<file path="src/rtl/mem_pkg.sv">
// Shared types and constants for the MEM stage with an external data-memory port.
package mem_pkg;

    localparam int unsigned XLEN_DEF = 32;

    localparam logic [2:0] F3_B  = 3'd0;
    localparam logic [2:0] F3_H  = 3'd1;
    localparam logic [2:0] F3_W  = 3'd2;
    localparam logic [2:0] F3_BU = 3'd4;
    localparam logic [2:0] F3_HU = 3'd5;

    typedef enum logic [1:0] {
        IDLE,
        WAIT,
        DRAIN
    } state_t;

endpackage

</file>
<file path="src/rtl/lsu_align.sv">
// Sub-word store lane placement, load lane extraction/extension and alignment check.
module lsu_align
    import mem_pkg::*;
#(
    parameter int unsigned XLEN = XLEN_DEF
) (
    input  logic [2:0]        funct3,
    input  logic [1:0]        offset,
    input  logic [XLEN-1:0]   store_data,
    input  logic [XLEN-1:0]   rdata,
    output logic [XLEN/8-1:0] be,
    output logic [XLEN-1:0]   wdata,
    output logic [XLEN-1:0]   load_data,
    output logic              misaligned
);

    logic [XLEN-1:0] byte_lane;
    logic [XLEN-1:0] half_lane;

    always_comb begin
        byte_lane = rdata >> {offset, 3'b000};
        half_lane = rdata >> {offset[1], 4'b0000};
    end

    always_comb begin
        be         = '0;
        wdata      = store_data;
        load_data  = rdata;
        misaligned = 1'b0;
        unique case (funct3)
            F3_B, F3_BU: begin
                be    = (XLEN/8)'(1) << offset;
                wdata = {(XLEN/8){store_data[7:0]}};
                if (funct3 == F3_B)
                    load_data = {{(XLEN-8){byte_lane[7]}}, byte_lane[7:0]};
                else
                    load_data = {{(XLEN-8){1'b0}}, byte_lane[7:0]};
            end
            F3_H, F3_HU: begin
                be         = (XLEN/8)'(3) << offset;
                wdata      = {(XLEN/16){store_data[15:0]}};
                misaligned = offset[0];
                if (funct3 == F3_H)
                    load_data = {{(XLEN-16){half_lane[15]}}, half_lane[15:0]};
                else
                    load_data = {{(XLEN-16){1'b0}}, half_lane[15:0]};
            end
            F3_W: begin
                be         = '1;
                misaligned = (offset != 2'b00);
            end
            default: misaligned = 1'b1;
        endcase
    end

endmodule

</file>
<file path="src/rtl/mem_stage_hs.sv">
// MEM stage with valid/ready data-memory request, rvalid response, timeout and the MEM/WB register.
module mem_stage_hs
    import mem_pkg::*;
#(
    parameter int unsigned XLEN    = XLEN_DEF,
    parameter int unsigned REG_AW  = 5,
    parameter int unsigned TIMEOUT = 16
) (
    input  logic                clk,
    input  logic                rst,
    input  logic                FlushM,
    input  logic                RegWriteM,
    input  logic                MemWriteM,
    input  logic                MemReadM,
    input  logic                ResultSrcM,
    input  logic [2:0]          Funct3M,
    input  logic [REG_AW-1:0]   DestinationRegM,
    input  logic [XLEN-1:0]     NextPCM,
    input  logic [XLEN-1:0]     WriteDataM,
    input  logic [XLEN-1:0]     ALUResultM,
    output logic                dmem_req,
    output logic                dmem_we,
    output logic [XLEN-1:0]     dmem_addr,
    output logic [XLEN/8-1:0]   dmem_be,
    output logic [XLEN-1:0]     dmem_wdata,
    input  logic                dmem_ready,
    input  logic                dmem_rvalid,
    input  logic [XLEN-1:0]     dmem_rdata,
    output logic                StallM,
    output logic                RegWriteW,
    output logic                ResultSrcW,
    output logic [REG_AW-1:0]   DestinationRegW,
    output logic [XLEN-1:0]     NextPCW,
    output logic [XLEN-1:0]     ALUResultW,
    output logic [XLEN-1:0]     ReadDataW,
    output logic                MisalignW,
    output logic                BusErrW
);

    if (XLEN != 32 || TIMEOUT < 2) begin : g_bad_param
        $error("mem_stage_hs: XLEN must be 32 and TIMEOUT at least 2");
    end

    localparam int unsigned CW = $clog2(TIMEOUT + 2);
    localparam logic [CW-1:0] TO_LIMIT = CW'(TIMEOUT);

    state_t            state, state_next;
    logic [CW-1:0]     cnt;
    logic              memop, mis_raw, mis, timeout;
    logic [XLEN/8-1:0] be_a;
    logic [XLEN-1:0]   wdata_a, load_a;
    logic              req, stall, capture, load_done, bus_err, mis_flag;

    lsu_align #(.XLEN(XLEN)) u_align (
        .funct3     (Funct3M),
        .offset     (ALUResultM[1:0]),
        .store_data (WriteDataM),
        .rdata      (dmem_rdata),
        .be         (be_a),
        .wdata      (wdata_a),
        .load_data  (load_a),
        .misaligned (mis_raw)
    );

    always_comb begin
        memop   = MemReadM | MemWriteM;
        mis     = memop & mis_raw;
        timeout = (cnt >= TO_LIMIT);
    end

    always_ff @(posedge clk) begin
        if (rst) state <= IDLE;
        else     state <= state_next;
    end

    always_comb begin
        state_next = state;
        unique case (state)
            IDLE:  if (req && dmem_ready && !MemWriteM) state_next = WAIT;
            WAIT: begin
                if (dmem_rvalid)  state_next = IDLE;
                else if (FlushM)  state_next = DRAIN;
                else if (timeout) state_next = IDLE;
            end
            DRAIN: if (dmem_rvalid || timeout) state_next = IDLE;
            default: state_next = IDLE;
        endcase
    end

    // A flush in WAIT without rvalid lets the outstanding response drain before new requests.
    always_comb begin
        req       = 1'b0;
        stall     = 1'b0;
        capture   = 1'b0;
        load_done = 1'b0;
        bus_err   = 1'b0;
        mis_flag  = 1'b0;
        unique case (state)
            IDLE: begin
                req      = memop & ~mis & ~FlushM;
                stall    = req & ~(dmem_ready & MemWriteM);
                capture  = ~FlushM & ~mis & ~stall;
                mis_flag = mis & ~FlushM;
            end
            WAIT: begin
                stall     = ~dmem_rvalid;
                load_done = dmem_rvalid & ~FlushM;
                capture   = load_done;
                bus_err   = ~dmem_rvalid & ~FlushM & timeout;
            end
            DRAIN:   stall = memop;
            default: stall = 1'b0;
        endcase
        if (rst) begin
            req      = 1'b0;
            stall    = 1'b0;
            capture  = 1'b0;
            bus_err  = 1'b0;
            mis_flag = 1'b0;
        end
    end

    always_comb begin
        dmem_req   = req;
        dmem_we    = req & MemWriteM;
        dmem_be    = req ? be_a : '0;
        dmem_addr  = {ALUResultM[XLEN-1:2], 2'b00};
        dmem_wdata = wdata_a;
        StallM     = stall;
    end

    always_ff @(posedge clk) begin
        if (rst) begin
            cnt <= '0;
        end else if (state == IDLE) begin
            cnt <= (state_next == WAIT) ? CW'(1) : '0;
        end else begin
            cnt <= (state_next == IDLE) ? '0 : cnt + CW'(1);
        end
    end

    always_ff @(posedge clk) begin
        if (rst) begin
            RegWriteW       <= 1'b0;
            ResultSrcW      <= 1'b0;
            DestinationRegW <= '0;
            NextPCW         <= '0;
            ALUResultW      <= '0;
            ReadDataW       <= '0;
            MisalignW       <= 1'b0;
            BusErrW         <= 1'b0;
        end else begin
            MisalignW <= mis_flag;
            BusErrW   <= bus_err;
            if (capture) begin
                RegWriteW       <= RegWriteM;
                ResultSrcW      <= ResultSrcM;
                DestinationRegW <= DestinationRegM;
                NextPCW         <= NextPCM;
                ALUResultW      <= ALUResultM;
                if (load_done) ReadDataW <= load_a;
            end else begin
                RegWriteW       <= 1'b0;
                DestinationRegW <= '0;
            end
        end
    end

endmodule

</file>
<file path="config.mk">
export PLATFORM = sky130hd
export DESIGN_NAME = mem_stage_hs
export DESIGN_NICKNAME = d
export VERILOG_FILES = /design/src/rtl/mem_pkg.sv /design/src/rtl/lsu_align.sv /design/src/rtl/mem_stage_hs.sv
export SDC_FILE = /design/constraint.sdc
export NUM_CORES = 1
export LEC_CHECK = 0
export CAP_MARGIN = 10
export CORE_UTILIZATION = 34
export DETAILED_ROUTE_END_ITERATION = 10
export HOLD_SLACK_MARGIN = 0.1
export PLACE_DENSITY = 0.73
export SLEW_MARGIN = 20
export SYNTH_ARGS = -nofsm -noshare
export SYNTH_HDL_FRONTEND = slang
export SYNTH_SLANG_ARGS = --single-unit
</file>
<file path="constraint.sdc">
create_clock -name clk -period 3.8 [get_ports clk]
set_input_delay 1.14 -clock clk [delete_from_list [all_inputs] [get_ports clk]]
set_output_delay 1.14 -clock clk [all_outputs]
set_load 0.005 [all_outputs]
</file>
# Yosys cells after proc, flatten, opt, wreduce, memory -nomap -nowiden
# Index checks and enable logic that the tools add are counted.
# word_totals
reg_bits,112
latchBits,0
mem_bits_rw,0
rom_bits,0
wordCells,81
memories,0
# classes
n_addsub,1
n_mul,0
div,0
order_cmp,1
n_eq_ne,7
shifts,4
muxes,23
bitwise_logic,21
n_reduce_logical,14
# op_table
operator,count
32-bit one-hot mux with 2 select lines,2
32-bit two-way mux,2
32-bit by 5-bit right shift with 16-bit output,1
32-bit by 5-bit right shift with 8-bit output,1
1-bit bitwise AND,12
4-bit one-hot mux with 3 select lines,1
2-bit two-way mux,5
5-bit two-way mux,2
2-bit OR reduction,5
1-bit inverter,8
"3-bit equality test, second input constant",2
1-bit two-way mux,6
1-bit one-hot mux with 3 select lines,2
2-bit one-hot mux with 3 select lines,1
"5-bit by 1-bit adder with 5-bit output, second input constant",1
"5-bit greater-or-equal comparator, second input constant",1
"2-bit by 1-bit equality test with 1-bit output, second input constant",2
2-bit logical NOT,2
4-bit two-way mux,1
"1-bit by 2-bit left shift with 4-bit output, first input constant",1
"2-bit by 2-bit left shift with 4-bit output, first input constant",1
"3-bit by 1-bit equality test with 1-bit output, second input constant",1
"3-bit by 2-bit equality test with 1-bit output, second input constant",1
3-bit logical NOT,1
8 further kinds,9

# Longest topological paths before layout
# Gate-level depths: netlist of run 1.
# depth
depth_word,16
ltp_mapped,7
mapped_depth_nobuf,4

# Modules after synthesis
# Synthesis of run 1 repeated with hierarchy kept, for this count alone.
# unflattened
hier_cells,717
area_unflattened_um2,6045.8
# by_module_without_submodules
module,n_inst,cells_per_inst,area_per_inst_um2,seq_area_each_um2
mem_stage_hs,1,541,4830.9,2242.2
lsu_align,1,176,1214.9,0.0

# Worst setup path after synthesis of run 1
# OpenSTA, ideal clock, no wires.
# synth_timing
path_kind,input -> output
startpoint,input port ALUResultM[1]
endpoint,output port dmem_be[3]
t_arrival_ns,2.388
required_time_ns,2.660
slack_ns,0.272
cell_stages,5
cell_sequence,buf_4 or4b_2 a21boi_0 o32a_1 nor2_1
# synth_via
elab_chain_cells,9
elab_cells_between_ends,12
classes_between,2 x shift; 5 x mux; 4 x bitwise; 1 x reduce/logical
# synth_lines
element,line,rtl
"start, declared",mem_stage_hs.sv:20,"input logic [XLEN-1:0] ALUResultM,"
2-bit nonzero test,lsu_align.sv:50,misaligned = (offset != 2'b00);
1-bit one-hot mux with 3 select lines,lsu_align.sv:30,unique case (funct3)
1-bit bitwise AND,mem_stage_hs.sv:67,mis = memop & mis_raw;
1-bit inverter,mem_stage_hs.sv:100,req = memop & ~mis & ~FlushM;
1-bit bitwise AND (2 in series),mem_stage_hs.sv:100,
1-bit two-way mux,mem_stage_hs.sv:98,unique case (state)
1-bit two-way mux,mem_stage_hs.sv:114,if (rst) begin
4-bit two-way mux *,mem_stage_hs.sv:126,dmem_be = req ? be_a : '0;
"end, declared",mem_stage_hs.sv:24,"output logic [XLEN/8-1:0] dmem_be,"
# Mark *: on every way between the ends. The rest lies on a longest branch, timed or not.

# Final worst setup path of run 1
# layout_timing
startpoint,input port Funct3M[0]
endpoint,output port dmem_wdata[13]
# layout_via
elab_chain_cells,3
elab_cells_between_ends,7
classes_between,3 x eq/ne; 1 x mux; 3 x reduce/logical
# layout_lines
element,line,rtl
"start, declared",mem_stage_hs.sv:16,"input logic [2:0] Funct3M,"
3-bit equality test (tied with other cells),lsu_align.sv:30,
2-bit OR reduction,lsu_align.sv:30,
32-bit one-hot mux with 2 select lines *,lsu_align.sv:30,
"end, declared",mem_stage_hs.sv:25,"output logic [XLEN-1:0] dmem_wdata,"
# Marked as above.

==> impl_metrics.toml, run 1 <==
[global_route]
grt_max_degree = 48
gr-total-overflow = 0
antenna_found_initial = 2
grt_pass1_wl_mm = 30.4
grt_pass1_vias = 5563
grt.total_usage_pct = 21.9

[power_and_ir_drop]
p_leak_nw = 3.42
ir_worst_vdd_mv = 0.254
p_clk_share_pct = 32.6
comb_power_share_pct = 23.7
p_sw_share_pct = 26.3
sequentialPowerShare_pct = 43.7
p_int_mw = 2.09
powerDensity_nw_per_um2 = 308
switchingPower_uw = 747

[yosys]
synth_common_cells = "112 x dfxtp_1, 64 x nand3_1, 58 x a21oi_1"
async_flop_share_pct = 0
yosys.cell_count.top_type = "dfxtp_1"
synth_edf_count = 0
yosysUniqueCellTypes = 56
yosysWarnings = 0
yosys.area_share.xor_xnor_pct = 0.458
synthTopCellsByArea = "dfxtp_1 39%, buf_4 6.0%, nand3_1 5.6%, a21oi_1 5.1%, o221a_2 3.5%"
syn_area_per_cell_um2 = 8.96
seq_area_frac_synth_pct = 39.1
synth_top_family_by_area = "compound AO/OA/AOI/OAI gates"
synth-compound-area-share_pct = 25.5
yosysTopAreaCellShare_pct = 39.1
synth.area.mux_share_pct = 8.60
synth.ff_latch_count = 112
yosysTopAreaCell = "dfxtp_1"
synth_area_um2 = 5730
syn_inst = 640
synthAdderAreaFrac_pct = 0.436
synth-simple-area-share_pct = 13.5
ys.flop_type = "dfxtp_1"

[cells_and_area]
instances_no_fill = 1140
fin_nets = 1061
area_delta_synth_final_pct = 61.0
drive_gt1_share_pct = 13.4
fin_util_pct = 55.8
fill_cells = 1489

[clock_network]
cts_hold_buf = 0
cts_tree = "built"
clk_pin_slew_ps = 70
htree_levels = 3
cts_buffer_depth = 2
cts_buffers = 9
clock-sinks = 112
worstSkewPairLatency_ps = 350
cts_root_buffer = "clkbuf_16"

[routing]
drtIter0Drc = 429
finalWirelength_mm = 19.5
drc = 0
dr.pass1.iters = 4
route.vias.total = 5852
wire_per_inst_um = 17.1
ant_nets = 0
via_per_inst = 5.13

[sta]
tns_ps = 0
maxSlewHeadroom_pct = 23.7
finalSetupViolCount = 0
fmax_mhz = 266
tightest_slew_ps = 1140
rsz0062_at_grt = "no"
fin_crit_ps = 3760
finalCritPeriodShare_pct = 98.9
drv_slew = 0
finClkSkew_ps = 8.07
hold_violations = 0

[floorplanning]
core_area_um2 = 16500
die-height_um = 132
io_pins = 321
die_w_um = 132
initial_utilization_pct = 34.7
die_area_um2 = 17400
num_rows = 47

[worst_setup_path]
path_class = "in2out"
slowest_delay_ps = 470
crit_start = "Funct3M[0]"
worstSetupStartpointType = "input port"
path_delay_family = "buffers and inverters"
cp.arrival_ps = 2620
r2r-start = "state[0]$_SDFF_PP0_"
cp.required_ps = 2660
crit_path_end_kind = "output port"
cp_num_buf_inv = 5
crit_path_cell_trace = "buf_2 -> buf_4 -> buf_8 -> nor2_4 -> buf_6 -> mux2_2 -> clkdlybuf4s50_1"
path_max_fanout = 18
cp_slowest_cell = "clkdlybuf4s50_1"

[job]
maxCapViolCount = 0

[run_status]
status = "complete, no violations"

[placed_design]
globalplace.congestion = 0.851
numPortBuffers = 318
hpwl_mm = 14.2
placedCellCount = 1119

[min_path]
min_from = "ALUResultW[14]$_SDFFE_PP0N_"
worstHoldPathType = "reg2reg"
## worst paths after layout
path,endpoint,cells after the start,slack (ps)
worst min-delay path,ALUResultW[14]$_SDFFE_PP0N_,2,470
worst max register to register,ReadDataW[11]$_SDFFE_PP0P_,5,1770
worst min register to register,ALUResultW[14]$_SDFFE_PP0N_,2,470
worst max-delay path,dmem_wdata[13],7,40
## layout by cell type (no fill, tap or decap), types with 3 or more instances in the layout
cell type / count
buf_6: 4
o2bb2ai_1: 8
nor2_1: 13
clkdlybuf4s50_1: 304
o22ai_1: 8
a22o_1: 4
and3_1: 3
nand2_1: 16
inv_1: 16
o21ai_0: 37
o221a_2: 18
and2_1: 6
or3b_2: 3
buf_4: 38
buf_2: 5
nand3_1: 64
mux2_2: 16
clkbuf_16: 9
a21o_1: 3
nor3_1: 14
mux4_2: 5
nor2b_1: 5
a22oi_1: 21
dfxtp_1: 112
mux2i_1: 20
nand2b_1: 4
dlygate4sd2_1: 9
a221o_1: 10
o21ai_1: 39
a21oi_1: 58
## power groups by stage
stage | clock network [mW] | logic, mW | registers [mW]
2_1_floorplan | 0 | 0.277 | 1.27
3_3_place_gp | 0 | 0.661 | 1.27
3_5_place_dp | 0 | 0.663 | 1.27
4_1_cts | 0.960 | 0.671 | 1.24
5_1_grt | 1.01 | 0.721 | 1.25
6_report | 0.927 | 0.673 | 1.24
## timing repair
item                                    CTS  global route
gates cloned                              0             0
pin swaps                                 4             1
setup buffers                             3             1
endpoints found under the setup margin   17            10
gates resized for setup                  30             5
## flip-flops by register name, indices dropped and copies added (netlist names)
register,cells
ALUResultW,32
ResultSrcW,1
DestinationRegW,5
state,2
RegWriteW,1
MisalignW,1
BusErrW,1
ReadDataW,32
NextPCW,32
cnt,5
## routing by layer
metal / share of wire (%) / up-vias / track usage [%]
met5: 0.051 / - / 0
met4: 3.0 / 2 / 8.66
met3: 8.8 / 37 / 8.15
met2: 46 / 219 / 34.7
met1: 42 / 2732 / 26.8
li1: - / 2862 / -
## worst register-to-register path, stage by stage (launching register included)
cell	delay [ps]
dfxtp_1	550
nor4b_2	390
nand2_1	110
buf_4	270
nor3_1	450
a221o_1	200
## through the flow
step                      setup slack, ps  hold slack, ps  total power [mW]  cell area [um^2]
after floorplan                       272             456              1.55              5740
final                                43.6             466              2.84              9230
after global routing                 2.94             486              2.97              9230
after global placement               -527             451              1.93              8860
after detailed placement             -526             450              1.93              8860
after CTS                            7.08             469              2.87              9200
## final cells by class
class / instances / area [um^2] / share of cell area (%)
multi-input combinational: 412 / 2840 / 30.7
inverter: 16 / 60.1 / 0.651
timing repair buffer: 363 / 3530 / 38.3
clock buffer: 11 / 243 / 2.63
sequential: 112 / 2240 / 24.3
clock inverter: 5 / 38.8 / 0.420
tap: 220 / 275 / 2.98
antenna: 1 / 2.50 / 0.0271
## cell families after synthesis
logic type                 count (synthesis)
adders and majority gates                  2
other                                      1
DFF                                      112
xor gates and xnor gates                   3
AOI/OAI and AO/OA                        223
buffers and inverters                    117
muxes                                     41
and+or+nand+nor                          141
Power figures use the tool's default switching activity.
==> run 2, diff against run 1 <==
Settings changed: CTS_CLUSTER_SIZE set to 10, HOLD_SLACK_MARGIN 0.1 to not set.
==> results of run 2 <==
Same layout as run 1: the final DEF is identical, and so are final timing and power.
==> run 3, diff against run 2 <==
Settings changed: ABC_CLOCK_PERIOD_IN_PS set to 3800.
==> results of run 3 <==
Same layout as run 1: the final DEF is identical, and so are final timing and power.
